==> config.mk <==
export PLATFORM = sky130hd
export DESIGN_NAME = muxn_stream
export DESIGN_NICKNAME = d
export VERILOG_FILES = /design/src/rtl/muxn_stream_pkg.sv /design/src/rtl/muxn_stream_rr_arbiter.sv /design/src/rtl/muxn_stream.sv
export SDC_FILE = /design/constraint.sdc
export NUM_CORES = 1
export LEC_CHECK = 0
export BUFFER_PORTS_ARGS = -buffer_cell sky130_fd_sc_hd__buf_2
export CAP_MARGIN = 40
export CORE_UTILIZATION = 41
export DETAILED_ROUTE_END_ITERATION = 8
export PLACE_DENSITY_LB_ADDON = 0.3
export SYNTH_ARGS = -nofsm -noshare
export SYNTH_HDL_FRONTEND = slang
export SYNTH_SLANG_ARGS = --single-unit
==> constraint.sdc <==
create_clock -name clk -period 4.37 [get_ports clk]
set_clock_uncertainty 0.15 [all_clocks]
set_input_delay 0.874 -clock clk [delete_from_list [all_inputs] [get_ports clk]]
set_output_delay 0.874 -clock clk [all_outputs]
set_load 0.02 [all_outputs]
==> src/rtl/muxn_stream_pkg.sv <==
// Shared constants for the muxn_stream channel selector and its arbiter.
// Holds the MODE encodings and a constant clog2 used for parameter checks.
package muxn_stream_pkg;

  localparam int MUX_MODE_SEL = 0;
  localparam int MUX_MODE_RR  = 1;

  function automatic int clog2(input int n);
    int r;
    r = 0;
    for (int i = 0; i < 32; i++) begin
      if ((1 << r) < n) r = r + 1;
    end
    return r;
  endfunction

endpackage

==> src/rtl/muxn_stream_rr_arbiter.sv <==
// Combinational rotate-priority encoder: searches req from ptr+1 upward,
// wrapping modulo NCH, and returns the first requesting channel.
module muxn_stream_rr_arbiter
  import muxn_stream_pkg::*;
#(
  parameter int NCH  = 4,
  parameter int SELW = 2
) (
  input  logic [NCH-1:0]  req,
  input  logic [SELW-1:0] ptr,
  input  logic            enable,
  output logic            grant_valid,
  output logic [SELW-1:0] grant
);

  generate
    if (SELW < clog2(NCH)) begin : g_bad_selw
      $error("muxn_stream_rr_arbiter: SELW too narrow for NCH");
    end
  endgenerate

  int c;

  always_comb begin
    grant_valid = 1'b0;
    grant       = '0;
    c           = 0;
    for (int k = 1; k <= NCH; k++) begin
      c = (int'(ptr) + k) % NCH;
      if (enable && !grant_valid && req[c]) begin
        grant_valid = 1'b1;
        grant       = SELW'(c);
      end
    end
  end

endmodule

==> src/rtl/muxn_stream.sv <==
// NCH-channel stream selector with a registered output stage, selecting
// either by external sel (MODE=0) or by round-robin over valid channels.
//
// Handshake: a beat moves on a rising clk edge exactly when valid and ready
// are both high on that side; valid never waits on ready, while din_ready is
// allowed to depend combinationally on dout_ready, sel and din_valid.
module muxn_stream
  import muxn_stream_pkg::*;
#(
  parameter int WIDTH = 8,
  parameter int NCH   = 4,
  parameter int SELW  = 2,
  parameter int MODE  = MUX_MODE_SEL
) (
  input  logic                 clk,
  input  logic                 reset,
  input  logic [NCH*WIDTH-1:0] din,
  input  logic [NCH-1:0]       din_valid,
  output logic [NCH-1:0]       din_ready,
  input  logic [SELW-1:0]      sel,
  output logic [WIDTH-1:0]     dout,
  output logic                 dout_valid,
  input  logic                 dout_ready,
  output logic [SELW-1:0]      dout_ch
);

  generate
    if (SELW < clog2(NCH) || NCH < 2 || NCH > 16) begin : g_bad_param
      $error("muxn_stream: NCH must be 2..16 and SELW >= clog2(NCH)");
    end
    if (MODE != MUX_MODE_SEL && MODE != MUX_MODE_RR) begin : g_bad_mode
      $error("muxn_stream: unknown MODE");
    end
  endgenerate

  logic            load;
  logic            xfer;
  logic            sel_valid;
  logic            rr_valid;
  logic            grant_valid;
  logic [SELW-1:0] rr_grant;
  logic [SELW-1:0] grant;
  logic [SELW-1:0] ptr;
  logic [WIDTH-1:0] din_sel;

  muxn_stream_rr_arbiter #(
    .NCH  (NCH),
    .SELW (SELW)
  ) u_arb (
    .req         (din_valid),
    .ptr         (ptr),
    .enable      (MODE == MUX_MODE_RR),
    .grant_valid (rr_valid),
    .grant       (rr_grant)
  );

  // Out-of-range sel values match no channel, so they never grant.
  always_comb begin
    sel_valid = 1'b0;
    for (int i = 0; i < NCH; i++) begin
      if (sel == SELW'(i) && din_valid[i]) sel_valid = 1'b1;
    end
  end

  assign grant       = (MODE == MUX_MODE_RR) ? rr_grant : sel;
  assign grant_valid = (MODE == MUX_MODE_RR) ? rr_valid : sel_valid;
  assign load        = !dout_valid || dout_ready;

  always_comb begin
    din_ready = '0;
    din_sel   = '0;
    for (int i = 0; i < NCH; i++) begin
      if (grant == SELW'(i)) begin
        din_ready[i] = !reset && load && grant_valid;
        din_sel      = din[i*WIDTH +: WIDTH];
      end
    end
  end

  assign xfer = |din_ready;

  always_ff @(posedge clk) begin
    if (reset) begin
      dout       <= '0;
      dout_valid <= 1'b0;
      dout_ch    <= '0;
      ptr        <= SELW'(NCH - 1);
    end else if (xfer) begin
      dout       <= din_sel;
      dout_ch    <= grant;
      dout_valid <= 1'b1;
      if (MODE == MUX_MODE_RR) ptr <= grant;
    end else if (dout_ready) begin
      dout_valid <= 1'b0;
    end
  end

endmodule
==> flow_metrics.py <==
metrics = {
    "timing": {
        "timing_hold_violations_final": 0,
        "setup_viol": 0,
        "fin_hold_ws_ns": 0.3222,
        "tns_ns": 0,
        "fmax_mhz": 302.3,
        "slew-limit-headroom_pct": 65.74,
        "drv_slew": 0,
        "rsz0062_at_grt": "false",
        "worst_slew_pin_slew_ns": 0.5134,
        "final.period_utilization_pct": 75.69,
        "min_period_ns": 3.308,
    },
    "routing": {
        "avgRoutedWirePerCell_um": 12.80,
        "first_iter_violations": 16,
        "ant_nets": 0,
        "dr.pass1.iters": 6,
        "vias": 748,
        "vias_per_cell": 5.624,
        "drc": 3,
        "totalWireLength_um": 1703,
    },
    "floorplanning": {
        "ios": 56,
        "die_w_um": 43.89,
        "num_rows": 14,
        "fp.coreArea_um2": 1577,
        "die_h_um": 43.89,
        "dieArea_um2": 1926,
        "start_util_pct": 45.63,
    },
    "layout": {
        "final_common_cell": "buf_2",
        "final_cell_mix": "buf_2, dfxtp_1, a31o_1",
        "nets": 159,
        "syn2layout_area_growth_pct": 40.00,
        "fillCellCount": 133,
        "drive_above_1_share_pct": 55.56,
        "antenna_cells": 0,
    },
    "clock_tree": {
        "cts.sinks": 11,
        "clockBufferDepth": 2,
        "cts_max_level": 1,
        "clk_transition_reported_paths_ns": 0.07,
        "holdBufCountCts": 0,
        "post_cts_buffers": 0,
        "cts_resized": 0,
        "insertion_delay_ns": 0.25,
        "root_buffer": "clkbuf_4",
        "cts_buffers": 3,
        "cts_tree": "yes",
    },
    "yosys": {
        "synth_xor_area_share_pct": 0,
        "yosys.area.top_type": "dfxtp_1",
        "synthAdderAreaFrac_pct": 0,
        "synth.distinct_cells": 15,
        "syn_nets": 105,
        "synthSimpleGateAreaFrac_pct": 18.61,
        "synth_top_family_by_area": "multiplexers",
        "yosysSeqAreaShare_pct": 30.61,
        "synth_top_area_share_pct": 30.61,
        "synthesis.area_um2": 719.4,
        "synth_area_leaders": "dfxtp_1, mux4_2, a31o_1",
        "synthesis.area_per_instance_um2": 11.24,
        "ys_ff_latch": 11,
        "ys_warn_count": 0,
        "synthCells": 64,
        "synth_mux_area_share_pct": 29.22,
        "synth_compound_area_share_pct": 14.26,
    },
    "power_and_ir_drop": {
        "power.share.switching_pct": 29.41,
        "powerDensity_nw_per_um2": 264.2,
        "power.switching_uw": 78.26,
        "clockPowerShare_pct": 24.9,
        "irDropWorstVdd_mv": 0.1463,
        "combPwrFrac_pct": 32.0,
        "internal_power_uw": 187.8,
        "p_leak_nw": 0.4990,
        "pwr-share-seq_pct": 43.0,
    },
    "grt": {
        "grt_pass1_wl_um": 2684,
        "track_usage_pct": 18.25,
        "grt_max_degree": 22,
        "antenna_found_initial": 0,
        "gr-total-overflow": 0,
        "grt_pass1_vias": 672,
    },
    "worst_setup_path": {
        "cp-startpoint": "sel[0]",
        "cp_max_fo": 15,
        "reg2reg_to": "dout[0]",
        "reg2reg_slack_ns": 2.81,
        "reg2reg_depth": 3,
        "critPathArrivalTime_ns": 2.28,
        "critPathCaptureType": "primary output",
        "reg2reg_from": "dout_valid",
        "endpoint": "din_ready[2]",
        "crit_type": "in -> out",
        "worstSetupStartpointType": "input port",
        "critPathRequiredTime_ns": 3.35,
    },
    "placed_design": {
        "hpwl_um": 1374,
        "routabilityCongestion": 0.7131,
        "port_buffers": 55,
    },
    "run_status": {
        "violations": "design-rule violations",
        "status": "complete, but fails checks",
    },
    "min_path": {
        "worst_hold_path_type": "reg -> reg",
    },
    "run": {
        "maxCapViolations": 0,
    },
}
## cell families after synthesis
kind of cell           after synthesis
AND/OR/NAND/NOR                     20
AO/OA/AOI/OAI                       13
flip-flops                          11
buffers and inverters               11
multiplexers                         9
## through the flow
step | power [mW] | utilization, % | setup WS [ns] | instances | instance area (um2)
after detailed placement | 0.2026 | 62.22 | 1.062 | 129 | 980.9
after global placement | 0.2006 | 62.22 | 1.086 | 129 | 980.9
after global routing | 0.2837 | 63.89 | 0.9578 | 133 | 1007
final | 0.2661 | 63.89 | 1.062 | 133 | 1007
after floorplan | 0.1714 | - | 1.525 | 64 | 719.4
after CTS | 0.2688 | 63.89 | 1.059 | 133 | 1007
## worst min path at each step
| stage | to | cells after the start | from | slack (ns) |
|---|---|---|---|---|
| 2_1_floorplan | dout[0] | 1 | dout[0] | 0.44 |
| 3_3_place_gp | dout[5] | 1 | dout[5] | 0.30 |
| 3_5_place_dp | dout[5] | 1 | dout[5] | 0.31 |
| 4_1_cts | dout[5] | 1 | dout[5] | 0.33 |
| 5_1_grt | dout[7] | 1 | dout[7] | 0.34 |
| 6_report | dout[5] | 1 | dout[5] | 0.32 |
## cells in the mapped netlist (all sizes together)
library cell  number
dfxtp             11
a31o              10
and4               9
mux4               9
inv                5
nor2               5
clkbuf             4
a21oi              3
nand4              3
buf                2
nand2b             1
nand3              1
nor2b              1
## flip-flops by register name, summed over array words and instances (netlist names)
register,count
dout,8
dout_ch,2
dout_valid,1
## worst max-delay path, cell delays in order
cell,delay [ns]
buf_2,0.29
mux4_2,0.70
nand4_1,0.20
nor2_1,0.06
buf_2,0.17
## power by group through the flow
| stage | Sequential [mW] | Combinational, mW | Clock, mW |
|---|---|---|---|
| detailed placement | 0.117 | 0.0856 | 0 |
| global route | 0.116 | 0.0923 | 0.0757 |
| CTS | 0.115 | 0.0857 | 0.0684 |
| finish | 0.115 | 0.0852 | 0.0663 |
| floorplan | 0.129 | 0.0425 | 0 |
| global placement | 0.117 | 0.0840 | 0 |
## routing by layer
layer | wire [um] | track usage [%]
met5 | 0 | 0
met3 | 131 | 3.750
met2 | 844 | 34.03
met4 | 0 | 3.636
met1 | 726 | 21.54
## area by class of cell
| cell class | count | area (um2) | area share, % |
|---|---|---|---|
| Inverter | 5 | 18.77 | 1.863 |
| Timing Repair Buffer | 55 | 275.3 | 27.33 |
| Clock buffer | 4 | 26.28 | 2.609 |
| Sequential cell | 11 | 220.2 | 21.86 |
| Tap cell | 16 | 20.02 | 1.988 |
| Multi-Input combinational cell | 42 | 446.7 | 44.35 |
Note: power is estimated with default switching activity, not from simulation.
